### src/rtl/trivium_pkg.sv
// rtl/trivium_pkg.sv - shared state type and constants for the Trivium loader
package trivium_pkg;

  typedef enum logic [2:0] {
    IDLE,
    KEY_COLLECT,
    KEY_SHIFT,
    INIT_WAIT,
    DATA_IDLE,
    DATA_SHIFT,
    GAP
  } loader_state_t;

  localparam int TRIVIUM_KEY_BITS    = 80;
  localparam int TRIVIUM_INIT_CYCLES = 4 * 288;

endpackage

### src/rtl/trivium_piso.sv
// rtl/trivium_piso.sv - parallel-in/serial-out shift register, MSB first
// A load presents din's MSB on the very next cycle; shifting past the end emits zeros.
module trivium_piso #(
  parameter int WIDTH = 8
) (
  input  logic             clk,
  input  logic             rst,
  input  logic             i_load,
  input  logic             i_shift,
  input  logic [WIDTH-1:0] i_din,
  output logic             o_msb
);

  logic [WIDTH-1:0] r_q;
  logic             r_msb;

  always_ff @(posedge clk or posedge rst) begin
    if (rst) begin
      r_q   <= '0;
      r_msb <= 1'b0;
    end else if (i_load) begin
      r_msb <= i_din[WIDTH-1];
      r_q   <= {i_din[WIDTH-2:0], 1'b0};
    end else if (i_shift) begin
      r_msb <= r_q[WIDTH-1];
      r_q   <= {r_q[WIDTH-2:0], 1'b0};
    end
  end

  assign o_msb = r_msb;

endmodule

### src/rtl/trivium_loader.sv
// rtl/trivium_loader.sv - byte-wide key/payload front end for the Trivium core
// Collects an 80-bit key, serialises it, waits out core warm-up, then serialises payload bytes.
module trivium_loader
  import trivium_pkg::*;
#(
  parameter int KEY_BYTES   = TRIVIUM_KEY_BITS / 8,
  parameter int INIT_CYCLES = TRIVIUM_INIT_CYCLES,
  parameter int GAP_CYCLES  = 2
) (
  input  logic       clk,
  input  logic       rst,
  input  logic [7:0] in_byte,
  input  logic       in_is_key,
  input  logic       in_valid,
  output logic       in_ready,
  output logic       key,
  output logic       strob_key,
  output logic       data,
  output logic       strob_data,
  output logic       busy,
  output logic       err
);

  localparam int KEY_BITS = KEY_BYTES * 8;
  localparam int BYTE_W   = $clog2(KEY_BYTES + 1);
  localparam int WAIT_W   = $clog2(INIT_CYCLES + 1);

  loader_state_t       r_state, w_next;
  logic [6:0]          r_bit_cnt;
  logic [BYTE_W-1:0]   r_byte_cnt;
  logic [WAIT_W-1:0]   r_wait_cnt;
  logic [KEY_BITS-1:0] r_key_buf;
  logic                r_strob_key, r_strob_data, r_busy, r_err;
  logic                w_ready, w_key_acc, w_pay_acc, w_last_key;
  logic                w_err, w_load_key, w_load_data, w_shift_key, w_shift_data;
  logic [KEY_BITS-1:0] w_key_word;

  assign w_ready    = (r_state == IDLE) || (r_state == KEY_COLLECT) || (r_state == DATA_IDLE);
  assign in_ready   = w_ready & ~rst;
  assign w_key_acc  = in_valid & in_ready & in_is_key;
  assign w_pay_acc  = in_valid & in_ready & ~in_is_key;
  assign w_last_key = (r_byte_cnt == BYTE_W'(KEY_BYTES - 1));
  assign w_key_word = {r_key_buf[KEY_BITS-9:0], in_byte};

  always_ff @(posedge clk or posedge rst) begin
    if (rst) r_state <= IDLE;
    else     r_state <= w_next;
  end

  always_comb begin
    w_next = r_state;
    case (r_state)
      IDLE:        if (w_key_acc) w_next = KEY_COLLECT;
      KEY_COLLECT: begin
        if (w_key_acc && w_last_key) w_next = KEY_SHIFT;
        else if (w_pay_acc)          w_next = IDLE;
      end
      KEY_SHIFT:   if (r_bit_cnt == 7'(KEY_BITS - 1)) w_next = INIT_WAIT;
      INIT_WAIT:   if (r_wait_cnt == WAIT_W'(INIT_CYCLES - 1)) w_next = DATA_IDLE;
      DATA_IDLE: begin
        if (w_key_acc)      w_next = KEY_COLLECT;
        else if (w_pay_acc) w_next = DATA_SHIFT;
      end
      DATA_SHIFT:  if (r_bit_cnt == 7'd7) w_next = GAP;
      GAP:         if (r_wait_cnt == WAIT_W'(GAP_CYCLES - 1)) w_next = DATA_IDLE;
      default:     w_next = IDLE;
    endcase
  end

  always_comb begin
    w_err        = w_pay_acc && ((r_state == IDLE) || (r_state == KEY_COLLECT));
    w_load_key   = w_key_acc && (r_state == KEY_COLLECT) && w_last_key;
    w_load_data  = w_pay_acc && (r_state == DATA_IDLE);
    w_shift_key  = (r_state == KEY_SHIFT);
    w_shift_data = (r_state == DATA_SHIFT);
  end

  // A key byte arriving outside KEY_COLLECT always restarts the key at byte 0.
  always_ff @(posedge clk or posedge rst) begin
    if (rst) begin
      r_bit_cnt  <= '0;
      r_wait_cnt <= '0;
      r_byte_cnt <= '0;
      r_key_buf  <= '0;
    end else begin
      if (r_state != w_next) begin
        r_bit_cnt  <= '0;
        r_wait_cnt <= '0;
      end else begin
        if (w_shift_key || w_shift_data)              r_bit_cnt  <= r_bit_cnt + 7'd1;
        if ((r_state == INIT_WAIT) || (r_state == GAP)) r_wait_cnt <= r_wait_cnt + WAIT_W'(1);
      end
      if (w_key_acc && (w_next == KEY_COLLECT))
        r_byte_cnt <= (r_state == KEY_COLLECT) ? r_byte_cnt + BYTE_W'(1) : BYTE_W'(1);
      else if (r_state != w_next)
        r_byte_cnt <= '0;
      if (w_key_acc)
        r_key_buf <= (r_state == KEY_COLLECT) ? w_key_word : KEY_BITS'(in_byte);
      else if (w_err)
        r_key_buf <= '0;
    end
  end

  always_ff @(posedge clk or posedge rst) begin
    if (rst) begin
      r_strob_key  <= 1'b0;
      r_strob_data <= 1'b0;
      r_busy       <= 1'b0;
      r_err        <= 1'b0;
    end else begin
      r_strob_key  <= (w_next == KEY_SHIFT);
      r_strob_data <= (w_next == DATA_SHIFT);
      r_busy       <= !((w_next == IDLE) || (w_next == DATA_IDLE));
      r_err        <= w_err;
    end
  end

  trivium_piso #(.WIDTH(KEY_BITS)) u_key_piso (
    .clk     (clk),
    .rst     (rst),
    .i_load  (w_load_key),
    .i_shift (w_shift_key),
    .i_din   (w_key_word),
    .o_msb   (key)
  );

  trivium_piso #(.WIDTH(8)) u_data_piso (
    .clk     (clk),
    .rst     (rst),
    .i_load  (w_load_data),
    .i_shift (w_shift_data),
    .i_din   (in_byte),
    .o_msb   (data)
  );

  assign strob_key  = r_strob_key;
  assign strob_data = r_strob_data;
  assign busy       = r_busy;
  assign err        = r_err;

endmodule

### config.mk
export PLATFORM = sky130hd
export DESIGN_NAME = trivium_loader
export DESIGN_NICKNAME = d
export VERILOG_FILES = /design/src/rtl/trivium_pkg.sv /design/src/rtl/trivium_piso.sv /design/src/rtl/trivium_loader.sv
export SDC_FILE = /design/constraint.sdc
export NUM_CORES = 1
export LEC_CHECK = 0
export ABC_AREA = 1
export CAP_MARGIN = 10
export CORE_MARGIN = 3
export CORE_UTILIZATION = 50
export CTS_CLUSTER_DIAMETER = 200
export CTS_CLUSTER_SIZE = 30
export DETAILED_ROUTE_END_ITERATION = 7
export HOLD_SLACK_MARGIN = 0.1
export MAX_ROUTING_LAYER = met4
export PLACE_DENSITY = 0.78
export SYNTH_ARGS = -nofsm -noshare
export SYNTH_HDL_FRONTEND = slang
export SYNTH_SLANG_ARGS = --single-unit
### constraint.sdc
create_clock -name clk -period 6.7 [get_ports clk]
set_input_delay 1.34 -clock clk [delete_from_list [all_inputs] [get_ports clk]]
set_output_delay 1.34 -clock clk [all_outputs]
set_load 0.005 [all_outputs]
* After elaboration in Yosys (flattened, before gate mapping) *
Cells that the tools add are included.

word-level totals
  bits in registers = 191
  input port bits = 12
  output and inout bits = 7
  logic and storage cells = 86

cells by class
  add/sub/neg operators = 3
  equal/unequal tests = 16
  mux-type cells = 28
  bitwise gates (word level) = 6
  reductions and logical operators = 20

operators with widths
  cell                                                   number
  two-way mux 72 bit                                     3
  two-way mux 80 bit                                     2
  two-way mux 3 bit                                      9
  two-way mux 11 bit                                     2
  one-hot mux 3 bit (7 select lines)                     1
  two-way mux 8 bit                                      2
  equality test 3 bit (second input constant)            5
  two-way mux 7 bit                                      2
  two-way mux 4 bit                                      3
  nonzero test 2 bit                                     6
  adder 11 x 1 -> 11 bit (second input constant)         1
  equality test 11 x 1 -> 1 bit (second input constant)  1
  equality test 11 bit (second input constant)           1
  equality test 3 x 2 -> 1 bit (second input constant)   3
  adder 7 x 1 -> 7 bit (second input constant)           1
  equality test 7 x 3 -> 1 bit (second input constant)   1
  equality test 7 bit (second input constant)            1
  equality test 3 x 1 -> 1 bit (second input constant)   2
  logical AND 1 bit                                      6
  zero test 3 bit                                        2
  logical OR 1 bit                                       5
  adder 4 x 1 -> 4 bit (second input constant)           1
  AND 1 bit                                              4
  equality test 4 bit (second input constant)            1
  other kinds (4)                                        8

* Longest topological paths before layout *
Gate-level depths: netlist (run 1).

  word-level depth = 12
  depth in mapped cells = 14
  gate-level depth less buffers = 13

* Hierarchy *
Synthesis (run 1) repeated with hierarchy kept, for this count alone.

second synthesis, totals
  cells, all modules = 942
  area, all modules = 8414.3 um^2

modules (own cells, without submodules)
  module                       times used  cells an instance  area each (um^2)  sequential area each (um^2)
  trivium_loader               1           462                4420.5            2527.4
  trivium_piso at u_key_piso   1           436                3613.5            2001.9
  trivium_piso at u_data_piso  1           44                 380.4             200.2

* Worst setup path after synthesis (run 1) *
Ideal clock, no wire load.

  path type = input-to-output
  start = in rst
  end = out in_ready
  arrival = 1541 ps
  data required time = 5360 ps
  setup slack = 3819 ps
  stages on the path = 3
  cell sequence = nor2_2 -> nand2_1 -> inv_1

on the way
  cells in the longest elaborated chain, start to end = 2

RTL lines
  item                line                  text
  start: declaration  trivium_loader.sv:11  input logic rst,
  NOT 1 bit           trivium_loader.sv:39  assign in_ready = w_ready & ~rst;
  AND 1 bit           trivium_loader.sv:39
  end: declaration    trivium_loader.sv:15  output logic in_ready,

No other way between the ends.

* Worst setup path after layout (run 1) *
Same ends and word-level chain as after synthesis.

==> results of run 1 <==
==> power by group through the flow <==
stage                     clock network [mW]  registers (mW)  logic, mW
after detailed placement                   0            1.18      0.116
after global routing                    1.08            1.16      0.129
after global placement                     0            1.18      0.115
after floorplan                            0            1.18     0.0815
final                                   1.02            1.16      0.115
after CTS                               1.03            1.16      0.116
==> layout make-up <==
cell class / count / area, um^2
Fill cell: 1416 / 6860
Sequential cell: 189 / 4730
Multi-Input combinational cell: 631 / 3000
Inverter: 129 / 494
Clock buffer: 25 / 485
Tap cell: 216 / 270
Timing Repair Buffer: 24 / 225
Clock inverter: 7 / 110
==> flip-flops by register name (all words and copies together) (netlist names) <==
register and count:
r_state 3, u_key_piso.o_msb 1, busy 1, r_byte_cnt 4
err 1, r_bit_cnt 7, strob_data 1, strob_key 1
u_key_piso.r_q 79, u_data_piso.o_msb 1, r_wait_cnt 11, r_key_buf 72
u_data_piso.r_q 7
==> path summary, 6_finish.rpt <==
path | startpoint | endpoint | slack [ns] | depth (start not counted)
min in group asynchronous | rst | r_wait_cnt[2] | 1.56 | 2
worst max-delay path | rst | in_ready | 2.74 | 5
worst max register to register | r_state[1] | r_bit_cnt[5] | 3.53 | 9
worst min register to register | r_key_buf[67] | u_key_piso.r_q[76] | 0.49 | 2
worst min-delay path | r_key_buf[67] | u_key_piso.r_q[76] | 0.49 | 2
max in group asynchronous | rst | u_key_piso.r_q[34] | 3.94 | 3
==> logic make-up (layout without fill, tap and decap cells) <==
kind of cell / after synthesis / count (layout) / synth area share
xor gates and xnor gates: 12 / 12 / 0.0125
adders and majority gates: 5 / 5 / 0.00744
buffers and inverters: 180 / 185 / 0.0833
muxes: 3 / 3 / 0.00357
and+or+nand+nor: 436 / 436 / 0.213
DFF: 189 / 189 / 0.562
AOI/OAI and AO/OA: 175 / 175 / 0.118
==> per-layer routing <==
layer,vias up,part of all wire,global-route usage,routed length (um)
met1,3102,0.47,0.274,7930
met2,107,0.48,0.319,8130
met5,-,0,-,0
li1,3179,-,-,-
met4,0,0.013,0.0554,218
met3,18,0.031,0.0357,527
==> per-stage QoR <==
step | cell area [um^2] | setup slack [ns] | total power [mW]
final | 9320 | 2.74 | 2.30
after global routing | 9320 | 2.66 | 2.37
after CTS | 9320 | 2.73 | 2.31
after detailed placement | 8720 | 2.69 | 1.30
after global placement | 8720 | 2.74 | 1.30
after floorplan | 8410 | 0.218 | 1.26
==> cell usage after synthesis (4+ instances only) <==
library cell	instances
o21ai_0	88
xor2_1	9
nor2_1	46
nand4_1	9
a21oi_1	6
o22ai_1	67
inv_2	4
clkbuf_1	38
inv_1	124
buf_2	12
dfrtp_1	189
o221ai_1	4
a31oi_1	5
nand2_1	324
nor3_1	7
ha_1	5
nand3_1	35
==> critical path, stage by stage <==
cell and delay [ns]:
clkdlybuf4s50_1 0.52, nor2_2 0.17, nand2_1 0.06, inv_1 0.05
clkdlybuf4s50_1 0.48
==> results.tsv, run 1 <==
metric	value	unit
async_flop_share	1.00	
yosysTopAreaCell	dfrtp_1	
fmax	253	MHz
viasPerCell	5.25	
worstMarginPinSlew	1.12	ns
synth_edf_count	0	
setup_violations	0	
max-slew-margin-rel	0.255	
fin_setup_tns	0	ns
drtAntennaViolNets	0	
remaining_drc_errors	0	
routed-via-count	6406	
synth_top_area_share	0.562	
worst_hold_slack	0.488	ns
p_sw_frac	0.217	
place.gp.congestion	0.839	
postCtsSetupBuffers	0	
numCtsBuffers	17	
power.share.sequential	0.506	
ctsHoldBuffers	0	
grt_first_pass_wirelength	29400	um
outcome	completed	
ios	19	
rows	46	
fin_util	0.576	
start_util	0.520	
grt_use_total	0.203	
arrival	2.62	ns
cts_sinks	189	
clkPwrFrac	0.444	
syn2layout_area_growth	10.8	%
overflow	0	
drt-pass1-iter-count	5	
power_switching	0.499	mW
startpoint_type	primary input	
drtIter0Drc	575	
layout_common_cells	nand2_1, dfrtp_1, inv_1	
critPathRequiredTime	5.36	ns
worst_ir_drop_vdd	0.000187	V
hpwl	9940	um
yosysUniqueCellTypes	33	
fin_skew	0.00573	ns
avgSynthCellArea	8.41	um^2
synthesis.area	8410	um^2
rsz0062_at_grt	false	
h-tree-depth	4	
diodes	0	
yosysWarnings	0	
drv_cap	0	
cts_tree	built	
ys_seq_area_frac	0.562	
combPwrFrac	0.050	
finalHoldViolations	0	
finalCritPeriodShare	0.591	
p_leak	4.43	nW
min_period	3.96	ns
worstPathMaxFanout	2	
fp.dieArea	18400	um^2
first_global_vias	6170	
dp.cells	1189	
synth_seq_cells	189	
layout-drive-gt1-share	0.0537	
critPathKind	in -> out	
syn_inst	1000	
die_y	136	um
synth-main-ff-cell	dfrtp_1	
power_density	247	nW/um^2
dieWidth	136	um
nets	1009	
portBuffers	18	
wl_per_cell	13.8	um
clkTransAtPathRegs	0.06	ns
syn_nets	1017	
grt_max_degree	138	
cts_root_buf	clkbuf_16	
grt_antenna_before_repair	0	
cts_buffer_depth	2	
postCtsResizedCells	0	
core_area	16200	um^2
synthTopCellsByArea	dfrtp_1, nand2_1, inv_1	
fin_cells	1221	
insertion_delay	0.43	ns
critical_path.endpoint_type	output pin	
p_int	1.80	mW
final_common_cell	nand2_1	
maxSlewViolCount	0	
wl	16800	um
hp-class	reg -> reg	
Note: power is estimated with default switching activity, not from simulation.
==> run 2, diff against run 1 <==
--- a/config.mk
+++ b/config.mk
@@ -14,7 +14,7 @@
 export DETAILED_ROUTE_END_ITERATION = 7
 export HOLD_SLACK_MARGIN = 0.1
 export MAX_ROUTING_LAYER = met4
-export PLACE_DENSITY = 0.78
+export PLACE_DENSITY = 0.75
 export SYNTH_ARGS = -nofsm -noshare
 export SYNTH_HDL_FRONTEND = slang
 export SYNTH_SLANG_ARGS = --single-unit
==> constraint.sdc (replaced) <==
create_clock -name clk -period 4.15 [get_ports clk]
set_input_delay 0.83 -clock clk [delete_from_list [all_inputs] [get_ports clk]]
set_output_delay 0.83 -clock clk [all_outputs]
set_load 0.005 [all_outputs]
==> results.tsv, run 2 (synthesis results as in run 1) <==
metric	value	unit
outcome	completed	
fin_setup_tns	0	ns
wl	17100	um
diodes	0	
critPathKind	in -> out	
core_area	16200	um^2
place_area	8800	um^2
top_register	u_key_piso.r_q	
fin_cells	1223	
cts_buffer_depth	2	
postCtsResizedCells	0	
critPathRequiredTime	3.32	ns
clkTransAtPathRegs	0.06	ns
insertion_delay	0.43	ns
finalHoldViolations	0	
path_common_cell	clkdlybuf4s50_1	
final_common_cell	nand2_1	
syn2layout_area_growth	11.8	%
overflow	0	
cts_tree	built	
r2r_setup_slack	1.48	ns
fin_skew	0.00822	ns
drt-pass1-iter-count	5	
layout.area.seq	4730	um^2
grt_max_degree	136	
critical_path.endpoint_type	output pin	
ctsHoldBuffers	0	
place.gp.congestion	0.881	
cts_sinks	189	
dp.cells	1193	
whs_path_depth	2	
max-slew-margin-rel	0.341	
worst_ir_drop_vdd	0.000263	V
fillerInstances	1337	
first_global_vias	6140	
setup_violations	0	
nets	1013	
drtIter0Drc	640	
worst_hold_slack	0.488	ns
viasPerCell	5.23	
worstPathMaxFanout	2	
power_density	399	nW/um^2
slowest_delay	0.50	ns
grt_use_total	0.206	
worstMarginPinSlew	0.986	ns
rsz0062_at_grt	false	
start_util	0.520	
ios	19	
startpoint_type	primary input	
arrival	2.05	ns
multi_input_area	3000	um^2
finalCritPeriodShare	0.693	
dieWidth	136	um
path_buf_inv	3	
crit_cells	5	
hpwl	10400	um
fin_area	9410	um^2
critical-path-top-delay-family	buffers and inverters	
fp.dieArea	18400	um^2
cp_cell_sequence	clkdlybuf4s50_1, nor2_2, nand2_1, inv_1, clkdlybuf4s50_1	
maxSlewViolCount	0	
slowest_stage	clkdlybuf4s50_1	
remaining_drc_errors	0	
routed-via-count	6397	
wl_per_cell	14.0	um
min_period	2.88	ns
p_leak	4.46	nW
reg2regPathDepth	11	
h-tree-depth	4	
hp-class	reg -> reg	
numCtsBuffers	17	
die_y	136	um
drv_cap	0	
layout-drive-gt1-share	0.0576	
largest_reg_flops	79	
drtAntennaViolNets	0	
grt_first_pass_wirelength	29700	um
postCtsSetupBuffers	0	
reg_top3	u_key_piso.r_q (79), r_key_buf (72), r_wait_cnt (11)	
cts_root_buf	clkbuf_16	
grt_antenna_before_repair	0	
portBuffers	18	
layout_common_cells	nand2_1, dfrtp_1, inv_1	
fmax	348	MHz
rows	46	
run 2: stage by stage:
| stage | total power, mW | utilization | worst slack (ns) |
|---|---|---|---|
| 6_report | 3.75 | 0.582 | 1.27 |
| 2_1_floorplan | 2.04 | - | 0.886 |
| 4_1_cts | 3.78 | 0.582 | 1.26 |
| 3_3_place_gp | 2.11 | 0.544 | 1.04 |
| 3_5_place_dp | 2.11 | 0.544 | 0.954 |
| 5_1_grt | 3.88 | 0.582 | 1.19 |
run 2: layer usage:
layer | vias up | GRT usage | part of all wire
li1 | 3174 | - | -
met1 | 3086 | 0.284 | 0.47
met2 | 117 | 0.315 | 0.48
met3 | 20 | 0.0334 | 0.035
met4 | 0 | 0.0700 | 0.015
met5 | - | - | 0
run 2: path summary, 6_finish.rpt:
| path | start | to |
|---|---|---|
| worst max-delay path | rst | in_ready |
| worst min-delay path | u_key_piso.r_q[10] | u_key_piso.r_q[10] |
| worst max register to register | r_state[1] | r_byte_cnt[2] |
| worst min register to register | u_key_piso.r_q[10] | u_key_piso.r_q[10] |
| max in group asynchronous | rst | r_bit_cnt[6] |
| min in group asynchronous | rst | r_key_buf[4] |
run 2: report_power, final:
part / switching [mW] / internal [mW]
Clock: 0.659 / 1.02
Sequential: 0.0125 / 1.87
Combinational: 0.141 / 0.0538
run 2: layout make-up:
class / instances / area share
Multi-Input combinational cell: 631 / 0.319
Clock inverter: 5 / 0.0112
Timing Repair Buffer: 28 / 0.0324
Inverter: 129 / 0.0521
Tap cell: 216 / 0.0287
Sequential cell: 189 / 0.503
Clock buffer: 25 / 0.0537
run 2: worst min-delay path: stages, from the launching register on:
cell,delay [ns]
dfrtp_1,0.34
mux2i_1,0.07
inv_1,0.05
==> run 3, diff against run 2 <==
--- a/config.mk
+++ b/config.mk
@@ -14,7 +14,7 @@
 export DETAILED_ROUTE_END_ITERATION = 7
 export HOLD_SLACK_MARGIN = 0.1
 export MAX_ROUTING_LAYER = met4
-export PLACE_DENSITY = 0.75
+export PLACE_DENSITY = 0.78
 export SYNTH_ARGS = -nofsm -noshare
 export SYNTH_HDL_FRONTEND = slang
 export SYNTH_SLANG_ARGS = --single-unit
==> constraint.sdc (replaced) <==
create_clock -name clk -period 2.55 [get_ports clk]
set_input_delay 0.51 -clock clk [delete_from_list [all_inputs] [get_ports clk]]
set_output_delay 0.51 -clock clk [all_outputs]
set_load 0.005 [all_outputs]
==> results.tsv, run 3 (synthesis results as in run 1) <==
metric	value	unit
outcome	completed	
layout_common_cells	nand2_1, dfrtp_1, inv_1	
rows	46	
finalHoldViolations	0	
hp-class	reg -> reg	
cts_buffer_depth	2	
worstMarginPinSlew	0.534	ns
cts_sinks	189	
reg_top3	u_key_piso.r_q (79), r_key_buf (72), r_wait_cnt (11)	
critPathKind	in -> out	
rsz0062_at_grt	false	
r2r_setup_slack	0.48	ns
final_common_cell	nand2_1	
power_density	655	nW/um^2
drtIter0Drc	486	
clkPwrFrac	0.457	
core_area	16200	um^2
cts_root_buf	clkbuf_16	
postCtsResizedCells	0	
grt_antenna_before_repair	0	
drt-pass1-iter-count	5	
startpoint_type	primary input	
p_int	4.84	mW
busiest_layer	met2	
wl_per_cell	13.5	um
drv_cap	0	
power_switching	1.37	mW
overflow	0	
worst_ir_drop_vdd	0.000615	V
grt.met1_usage	0.261	
grt_use_total	0.199	
use_met3	0.0386	
worstPathMaxFanout	2	
rr_endpoint	r_bit_cnt[6]	
place.gp.congestion	0.865	
combPwrFrac	0.051	
timing.critical_path.to	in_ready	
routed-via-count	6344	
diodes	0	
insertion_delay	0.44	ns
critical_path.endpoint_type	output pin	
fin_skew	0.0105	ns
hpwl	9880	um
fp.dieArea	18400	um^2
power.share.sequential	0.492	
setup_violations	0	
start_util	0.520	
dieWidth	136	um
remaining_drc_errors	0	
fillerInstances	1394	
fin_setup_tns	0	ns
top_register	u_key_piso.r_q	
max-slew-margin-rel	0.644	
nets	1017	
grt_max_degree	136	
dp.cells	1197	
maxSlewViolCount	0	
fmax	446	MHz
portBuffers	18	
grt_first_pass_wirelength	28800	um
fin_util	0.587	
reg2regPathDepth	11	
clkTransAtPathRegs	0.07	ns
ctsHoldBuffers	0	
postCtsSetupBuffers	0	
finalCritPeriodShare	0.878	
critPathRequiredTime	2.04	ns
drtAntennaViolNets	0	
arrival	1.73	ns
viasPerCell	5.17	
fin_cells	1228	
layout-drive-gt1-share	0.0642	
timing.rr.start	r_state[0]	
h-tree-depth	4	
crit_start	rst	
wl	16500	um
min_period	2.24	ns
first_global_vias	6117	
largest_reg_flops	79	
numCtsBuffers	17	
p_leak	4.50	nW
ios	19	
p_sw_frac	0.221	
syn2layout_area_growth	12.8	%
cts_tree	built	
die_y	136	um
gr-usage-met2	0.313	
run 3: worst min-delay path by stage:
stage / from / endpoint / slack, ns / depth (start not counted)
final: u_key_piso.r_q[9] / u_key_piso.r_q[9] / 0.49 / 2
after global routing: u_key_piso.r_q[10] / u_key_piso.r_q[10] / 0.51 / 2
after CTS: u_key_piso.r_q[11] / u_key_piso.r_q[11] / 0.49 / 2
after detailed placement: u_key_piso.r_q[9] / u_key_piso.r_q[9] / 0.48 / 2
after global placement: u_key_piso.r_q[10] / u_key_piso.r_q[10] / 0.47 / 2
after floorplan: u_key_piso.r_q[10] / u_key_piso.r_q[10] / 0.45 / 2
run 3: worst max-delay path, stage by stage:
cell	delay [ns]
clkdlybuf4s50_1	0.47
nor2_2	0.15
nand2_1	0.07
inv_1	0.05
clkdlybuf4s50_1	0.48
run 3: final cells by class:
type	instances	area (um^2)	area share
Tap cell	216	270	0.0285
Inverter	129	490	0.0517
Timing Repair Buffer	32	360	0.0380
Sequential cell	189	4730	0.499
Clock inverter	10	163	0.0171
Clock buffer	21	470	0.0496
Multi-Input combinational cell	631	3000	0.317
run 3: power by group through the flow:
stage | registers [mW] | logic [mW] | clock network [mW]
global route | 3.06 | 0.356 | 3.00
finish | 3.05 | 0.315 | 2.84
floorplan | 3.11 | 0.215 | 0
CTS | 3.05 | 0.322 | 2.88
detailed placement | 3.11 | 0.320 | 0
global placement | 3.11 | 0.316 | 0
run 3: layer usage:
metal | part of all wire | wire (um)
met5 | 0 | 0
met3 | 0.034 | 558
met2 | 0.48 | 7940
met1 | 0.47 | 7780
met4 | 0.016 | 263
run 3: through the flow:
step	instance area, um^2	setup WS [ns]	power (mW)	hold WS (ns)
after floorplan	8420	-0.394	3.32	0.451
after global placement	8850	0.156	3.43	0.474
after detailed placement	8850	0.109	3.43	0.478
after CTS	9490	0.298	6.26	0.494
after global routing	9490	0.224	6.41	0.514
final	9490	0.310	6.21	0.490
